===== src/rtl/seq_gen_moore.sv =====
// Serial pattern generator: loads a pattern and shifts it out MSB first.
// Define SEQ_GEN_REPEAT_EN to add repeat_cnt and the GAP state.
module seq_gen_moore #(
    parameter int WIDTH = 8,
    parameter int LEN_W = 4,
    parameter int CNT_W = 4
) (
    input  logic             clk,
    input  logic             reset,
    input  logic             start,
    input  logic [WIDTH-1:0] pattern,
    input  logic [LEN_W-1:0] len,
`ifdef SEQ_GEN_REPEAT_EN
    input  logic [CNT_W-1:0] repeat_cnt,
`endif
    output logic             out,
    output logic             out_valid,
    output logic             busy,
    output logic             done
);

    typedef logic [CNT_W-1:0] cnt_t;

`ifdef SEQ_GEN_REPEAT_EN
    typedef enum logic [1:0] {
        IDLE = 2'd0,
        SEND = 2'd1,
        GAP  = 2'd2,
        DONE = 2'd3
    } state_t;
`else
    typedef enum logic [1:0] {
        IDLE = 2'd0,
        SEND = 2'd1,
        DONE = 2'd3
    } state_t;
`endif

    localparam logic [LEN_W-1:0] FULL = LEN_W'(WIDTH);

    state_t           state, state_n;
    logic [WIDTH-1:0] shreg, shreg_n;
    logic [WIDTH-1:0] save_pat, save_pat_n;
    logic [LEN_W-1:0] bit_cnt, bit_cnt_n;
    logic [LEN_W-1:0] save_len, save_len_n;
    logic [LEN_W-1:0] len_eff;
    logic [WIDTH-1:0] load_pat;
`ifdef SEQ_GEN_REPEAT_EN
    cnt_t             rep_left, rep_left_n;
`endif

    // Left-justify so pattern[len_eff-1] lands in the MSB.
    assign len_eff  = (len == '0 || len > FULL) ? FULL : len;
    assign load_pat = pattern << (FULL - len_eff);

    always_ff @(posedge clk) begin
        if (reset) begin
            state    <= IDLE;
            shreg    <= '0;
            save_pat <= '0;
            bit_cnt  <= '0;
            save_len <= '0;
`ifdef SEQ_GEN_REPEAT_EN
            rep_left <= '0;
`endif
        end else begin
            state    <= state_n;
            shreg    <= shreg_n;
            save_pat <= save_pat_n;
            bit_cnt  <= bit_cnt_n;
            save_len <= save_len_n;
`ifdef SEQ_GEN_REPEAT_EN
            rep_left <= rep_left_n;
`endif
        end
    end

    always_comb begin
        state_n    = state;
        shreg_n    = shreg;
        save_pat_n = save_pat;
        bit_cnt_n  = bit_cnt;
        save_len_n = save_len;
`ifdef SEQ_GEN_REPEAT_EN
        rep_left_n = rep_left;
`endif
        unique case (state)
            IDLE: begin
                if (start) begin
                    state_n    = SEND;
                    shreg_n    = load_pat;
                    save_pat_n = load_pat;
                    bit_cnt_n  = len_eff;
                    save_len_n = len_eff;
`ifdef SEQ_GEN_REPEAT_EN
                    rep_left_n = repeat_cnt;
`endif
                end
            end
            SEND: begin
                shreg_n   = {shreg[WIDTH-2:0], 1'b0};
                bit_cnt_n = bit_cnt - LEN_W'(1);
                if (bit_cnt == LEN_W'(1)) begin
`ifdef SEQ_GEN_REPEAT_EN
                    state_n = (rep_left != '0) ? GAP : DONE;
`else
                    state_n = DONE;
`endif
                end
            end
`ifdef SEQ_GEN_REPEAT_EN
            GAP: begin
                shreg_n    = save_pat;
                bit_cnt_n  = save_len;
                rep_left_n = rep_left - cnt_t'(1);
                state_n    = SEND;
            end
`endif
            DONE: state_n = IDLE;
            default: state_n = IDLE;
        endcase
    end

    assign out       = (state == SEND) && shreg[WIDTH-1];
    assign out_valid = (state == SEND);
    assign busy      = (state != IDLE);
    assign done      = (state == DONE);

endmodule


===== config.mk =====
export PLATFORM = sky130hd
export DESIGN_NAME = seq_gen_moore
export DESIGN_NICKNAME = d
export VERILOG_FILES = /design/src/rtl/seq_gen_moore.sv
export SDC_FILE = /design/constraint.sdc
export NUM_CORES = 1
export LEC_CHECK = 0
export ABC_AREA = 1
export CAP_MARGIN = 0
export CORE_MARGIN = 2
export CORE_UTILIZATION = 50
export CTS_CLUSTER_DIAMETER = 200
export DETAILED_ROUTE_END_ITERATION = 12
export GPL_ROUTABILITY_DRIVEN = 0
export HOLD_SLACK_MARGIN = 0.1
export PLACE_DENSITY_LB_ADDON = 0.15
export SYNTH_ARGS = -nofsm -noshare
export SYNTH_HDL_FRONTEND = slang
export SYNTH_SLANG_ARGS = --single-unit

===== constraint.sdc =====
create_clock -name clk -period 2.37 [get_ports clk]
set_input_delay 0.3555 -clock clk [delete_from_list [all_inputs] [get_ports clk]]
set_output_delay 0.3555 -clock clk [all_outputs]
set_load 0.01 [all_outputs]

After elaboration in Yosys (flattened, before gate mapping)

Index checks and enable logic that the tools add are counted.

Add/sub/neg operators: 2
Magnitude comparators: 1
Eq/ne operators: 5
Shifts and indexed selects: 1
Mux-type cells: 8
Reductions and logical operators: 8

Operators with widths:

| cell                                                 | count |
|---|---|
| case mux 8 bit (2 select lines)                      | 1 |
| 2-to-1 mux 4 bit                                     | 2 |
| 2-to-1 mux 8 bit                                     | 1 |
| case mux 4 bit (2 select lines)                      | 1 |
| left shift 8 x 4 -> 8 bit                            | 1 |
| equality test 4 x 1 -> 1 bit (second input constant) | 1 |
| > comparator 4 bit (second input constant)           | 1 |
| zero test 4 bit                                      | 1 |
| 2-to-1 mux 2 bit                                     | 2 |
| case mux 2 bit (2 select lines)                      | 1 |
| AND reduction 2 bit                                  | 2 |
| nonzero test 2 bit                                   | 2 |
| subtractor 4 x 1 -> 4 bit (second input constant)    | 1 |
| subtractor 4 bit (first input constant)              | 1 |
| equality test 2 x 1 -> 1 bit (second input constant) | 1 |
| equality test 2 bit (second input constant)          | 1 |
| zero test 2 bit                                      | 1 |
| != test 2 x 1 -> 1 bit (second input constant)       | 1 |
| != test 2 bit (second input constant)                | 1 |
| logical AND 1 bit                                    | 1 |
| logical OR 1 bit                                     | 1 |

Register bits: 14
Bits of input ports: 15
Output and inout port bits: 4
Word-level logic and storage cells: 28

Logic depth before layout (Yosys ltp)

Word-level depth: 7
Depth in mapped cells: 13
Gate-level depth less buffers: 12

Worst setup path after synthesis

OpenSTA, ideal clock, no wires.

Path type: input to register
Start: input port len[0]
End: register shreg[5]
Library setup time: 0.071 ns
Data arrival time: 1.861 ns
Required time: 2.299 ns
Path slack: 0.438 ns
Stages: 13
Buffers on the path: 1
Path through: nor2_2 nand2_2 nand2_4 nand3_2 buf_6 ha_1 inv_1 nand3_1 nor2_1 nor2_1 nand2_1 nand2_1 a21oi_1

Cells in the longest elaborated chain, start to end: 7
Elaborated cells on any way between the ends: 8
Those cells by class: add/sub (1); order compare (1); shift (1); mux (3); reduce/logical (2)

RTL lines:

| what                                                  | line | RTL |
|---|---|---|
| start: declaration                                    | 12   | `input logic [LEN_W-1:0] len,` |
| > comparator 4 bit or zero test 4 bit (tied branches) | 53   | `assign len_eff = (len == '0 \|\| len > FULL) ? FULL : len;` |
| logical OR 1 bit                                      | 53   |  |
| 2-to-1 mux 4 bit (*)                                  | 53   |  |
| subtractor 4 bit (*)                                  | 54   | `assign load_pat = pattern << (FULL - len_eff);` |
| left shift 8 x 4 -> 8 bit (*)                         | 54   |  |
| 2-to-1 mux 8 bit (*)                                  | 89   | `if (start) begin` |
| case mux 8 bit (2 select lines) (*)                   | 87   | `unique case (state)` |
| end signal: assignment                                | 68   | `shreg <= shreg_n;` |
| end: declaration                                      | 42   | `logic [WIDTH-1:0] shreg, shreg_n;` |

Every way passes the cells marked *; elsewhere a longest branch is shown, timed or not. The select of a mux whose other input is x is not followed.
A chain may end at the register's enable or synchronous reset.

Final worst setup path

Start: register state[0]
End: output port out

Cells in the longest elaborated chain, start to end: 2

RTL lines:

| what                         | line | RTL |
|---|---|---|
| start: declaration           | 41   | `state_t state, state_n;` |
| start signal: assignment     | 67   | `state <= state_n;` |
| equality test 2 x 1 -> 1 bit | 124  | `assign out = (state == SEND) && shreg[WIDTH-1];` |
| logical AND 1 bit            | 124  |  |
| end: declaration             | 16   | `output logic out,` |

Every way passes these cells.

==> results_dict.tcl <==
set metrics [dict create \
    io_pins 19 \
    min_period_ps 2080 \
    p_leak_nw 0.590 \
    nNetsFinal 192 \
    finalSetupViolCount 0 \
    clkLatencyLatePin_ps 290 \
    synthesis.area_um2 992 \
    grt_max_degree 16 \
    seq_area_frac_synth_pct 28.2 \
    cp_cell_sequence "inv_1, nor2_4, inv_1, nor2_1, clkdlybuf4s50_1" \
    power_density_nw_per_um2 546 \
    wl_per_cell_um 11.6 \
    clock-root-buffer "clkbuf_4" \
    dieHeight_um 48.5 \
    cp-end-kind "output port" \
    critPathKind "reg -> out" \
    slowest_stage "clkdlybuf4s50_1" \
    grt_pass1_wl_mm 3.88 \
    area_delta_synth_final_pct 27.4 \
    worst-path-buf-inv 3 \
    syn_avg_cell_area_um2 6.61 \
    slew_headroom_pct 37.2 \
    antenna_left 0 \
    slew_violations 0 \
    path_clk_slew_ps 80 \
    critPathTopFamily "buffers and inverters" \
    syn_nets 168 \
    power_uw 690 \
    reg2reg_to "shreg[2]" \
    drv_cap 0 \
    final_util_pct 65.8 \
    slowest_delay_ps 540 \
    period_share_pct 87.6 \
    diodes 0 \
    hold_slack_ps 475 \
    placed_cell_area_um2 1220 \
    htreeDepth 1 \
    path_common_cell "inv_1" \
    drtPass1Iterations 4 \
    chipWidth_um 48.5 \
    r2r_slack_ps 400 \
    drive_gt1_share_pct 11.6 \
    hp-start "shreg[0]" \
    grt.overflow.total 0 \
    clock-sinks 14 \
    r2r-start "state[1]" \
    netlist-cell-type-count 27 \
    grt_usage_pct 21.1 \
    vias 1033 \
    min_to "shreg[0]" \
    finalHoldViolCount 0 \
    num_rows 16 \
    skew_ps 5.24 \
    cts_tree "done" \
    antenna_found_initial 0 \
    ys_seq_elements 14 \
    final_cell_area_um2 1260 \
    drtIter0Drc 18 \
    cp-start-kind "flop" \
    post_cts_buffers 0 \
    hpwl_mm 1.84 \
    yosys_warnings 0 \
    dieArea_um2 2360 \
    reg2reg_depth 7 \
    vias_per_cell 5.17 \
    crit_path_max_fanout 8 \
    core_area_um2 1920 \
    clockBufferDepth 2 \
    hold_buffers 0 \
    rsz0062_at_grt "false" \
    hp-class "reg -> reg" \
    grt_pass1_vias 964 \
    cts_inserted_buffers 3 \
    cp.required_ps 2010 \
    ir_drop_mv 0.491 \
    holdPathStages 2 \
    syn_inst 150 \
    worst_slew_pin_slew_ps 938 \
    crit_arrival_ps 1720 \
    drt-total-wl_mm 2.31 \
    start_util_pct 51.6 \
    fmax_mhz 482 \
    drc_errors 0 \
    finalSetupTns_ps 0 \
    portBuffers 18 \
    status "finished, final reports clean" \
]
[metrics by stage]
stage                     setup slack, ps  std cells
after global placement                104        196
after global routing                  103        200
after CTS                             151        200
final                                 294        200
after detailed placement             68.0        196
after floorplan                       438        150
[sequential cells by signal (all words and copies together), names as in the netlist]
signal   flops
state        2
bit_cnt      4
shreg        8
[worst max-delay path by stage]
stage / from / end / slack (ps) / cells after the start
6_report: state[0] / out / 290 / 5
5_1_grt: state[0] / out / 100 / 5
4_1_cts: state[0] / out / 150 / 5
3_5_place_dp: len[2] / shreg[5] / 70 / 12
3_3_place_gp: len[0] / shreg[5] / 100 / 13
2_1_floorplan: len[0] / shreg[5] / 440 / 13
[synth_stat cells (all sizes together)]
library cell	instances	share of area [%]
o221ai	2	1.8
a221oi	2	1.8
nand3	22	13
inv	26	9.8
o211ai	2	1.5
o21ai	4	2.0
nor3	1	0.50
nand3b	1	0.76
dfxtp	14	28
xor2	2	2.5
nand2	36	16
xnor2	1	0.88
nor2	12	4.8
a22oi	4	3.0
a21oi	10	5.4
ha	3	3.8
buf	2	1.6
o22ai	1	0.63
nand4	3	1.9
clkbuf	2	0.76
[placed cells by master, fill, tap and decap left out]
cell type | synthesis | final
nand2_4 | 2 | 2
nand2_1 | 32 | 32
clkbuf_8 | 0 | 1
clkbuf_4 | 0 | 3
o211ai_1 | 2 | 2
o21ai_0 | 4 | 4
o22ai_1 | 1 | 1
a21oi_1 | 9 | 9
o221ai_1 | 2 | 2
inv_1 | 26 | 26
dfxtp_1 | 14 | 14
nor2_1 | 11 | 10
nand3_2 | 3 | 3
xor2_1 | 1 | 1
a221oi_1 | 2 | 2
ha_1 | 3 | 3
nor2_4 | 0 | 1
buf_4 | 0 | 5
nand2_2 | 2 | 2
xor2_2 | 1 | 1
a22oi_1 | 4 | 4
xnor2_1 | 1 | 1
clkdlybuf4s50_1 | 0 | 18
nor3_1 | 1 | 1
nand3b_1 | 1 | 1
nand4_1 | 3 | 3
nand3_1 | 19 | 19
nor2_2 | 1 | 1
a21oi_2 | 1 | 1
[routing by layer]
metal / track usage, % / wire length, um / share of wire (%) / up-vias
li1: - / - / - / 543
met1: 24.1 / 1070 / 46 / 477
met2: 37.5 / 1160 / 50 / 11
met3: 6.79 / 74 / 3.2 / 2
met4: 6.19 / 11 / 0.48 / 0
met5: 0 / 0 / 0 / -
[power by group]
part	switching, mW	internal (mW)
sequential	0.0131	0.260
clock	0.0799	0.0937
combinational	0.138	0.106
[final cells by class]
cell class / instances / area, um^2
multi-input cells: 106 / 598
flip-flops and latches: 14 / 280
clock buffers: 4 / 36.3
inverters: 26 / 97.6
well taps: 27 / 33.8
fillers: 183 / 658
repair buffers: 23 / 218
[tightest hold or removal path: cells and delay by family, from the launching register on]
family | cells | cell delay (ps)
flip-flops | 1 | 320
AND/OR/NAND/NOR | 1 | 60
AO/OA/AOI/OAI | 1 | 50
[kinds of logic (layout without fill, tap and decap cells)]
kind of cell,count (synthesis),in the layout,synth area share [%]
simple gates,75,75,36.2
buf+inv,30,53,12.2
compound gates,25,25,16.1
flops,14,14,28.2
fa+ha+maj,3,3,3.78
xor+xnor,3,3,3.41
[what timing repair did]
item,4_1_cts,5_1_grt
cloned,0,0
setup endpoints to repair,1,1
resized for setup,1,1
No activity file was read; power rests on OpenSTA's default activity.
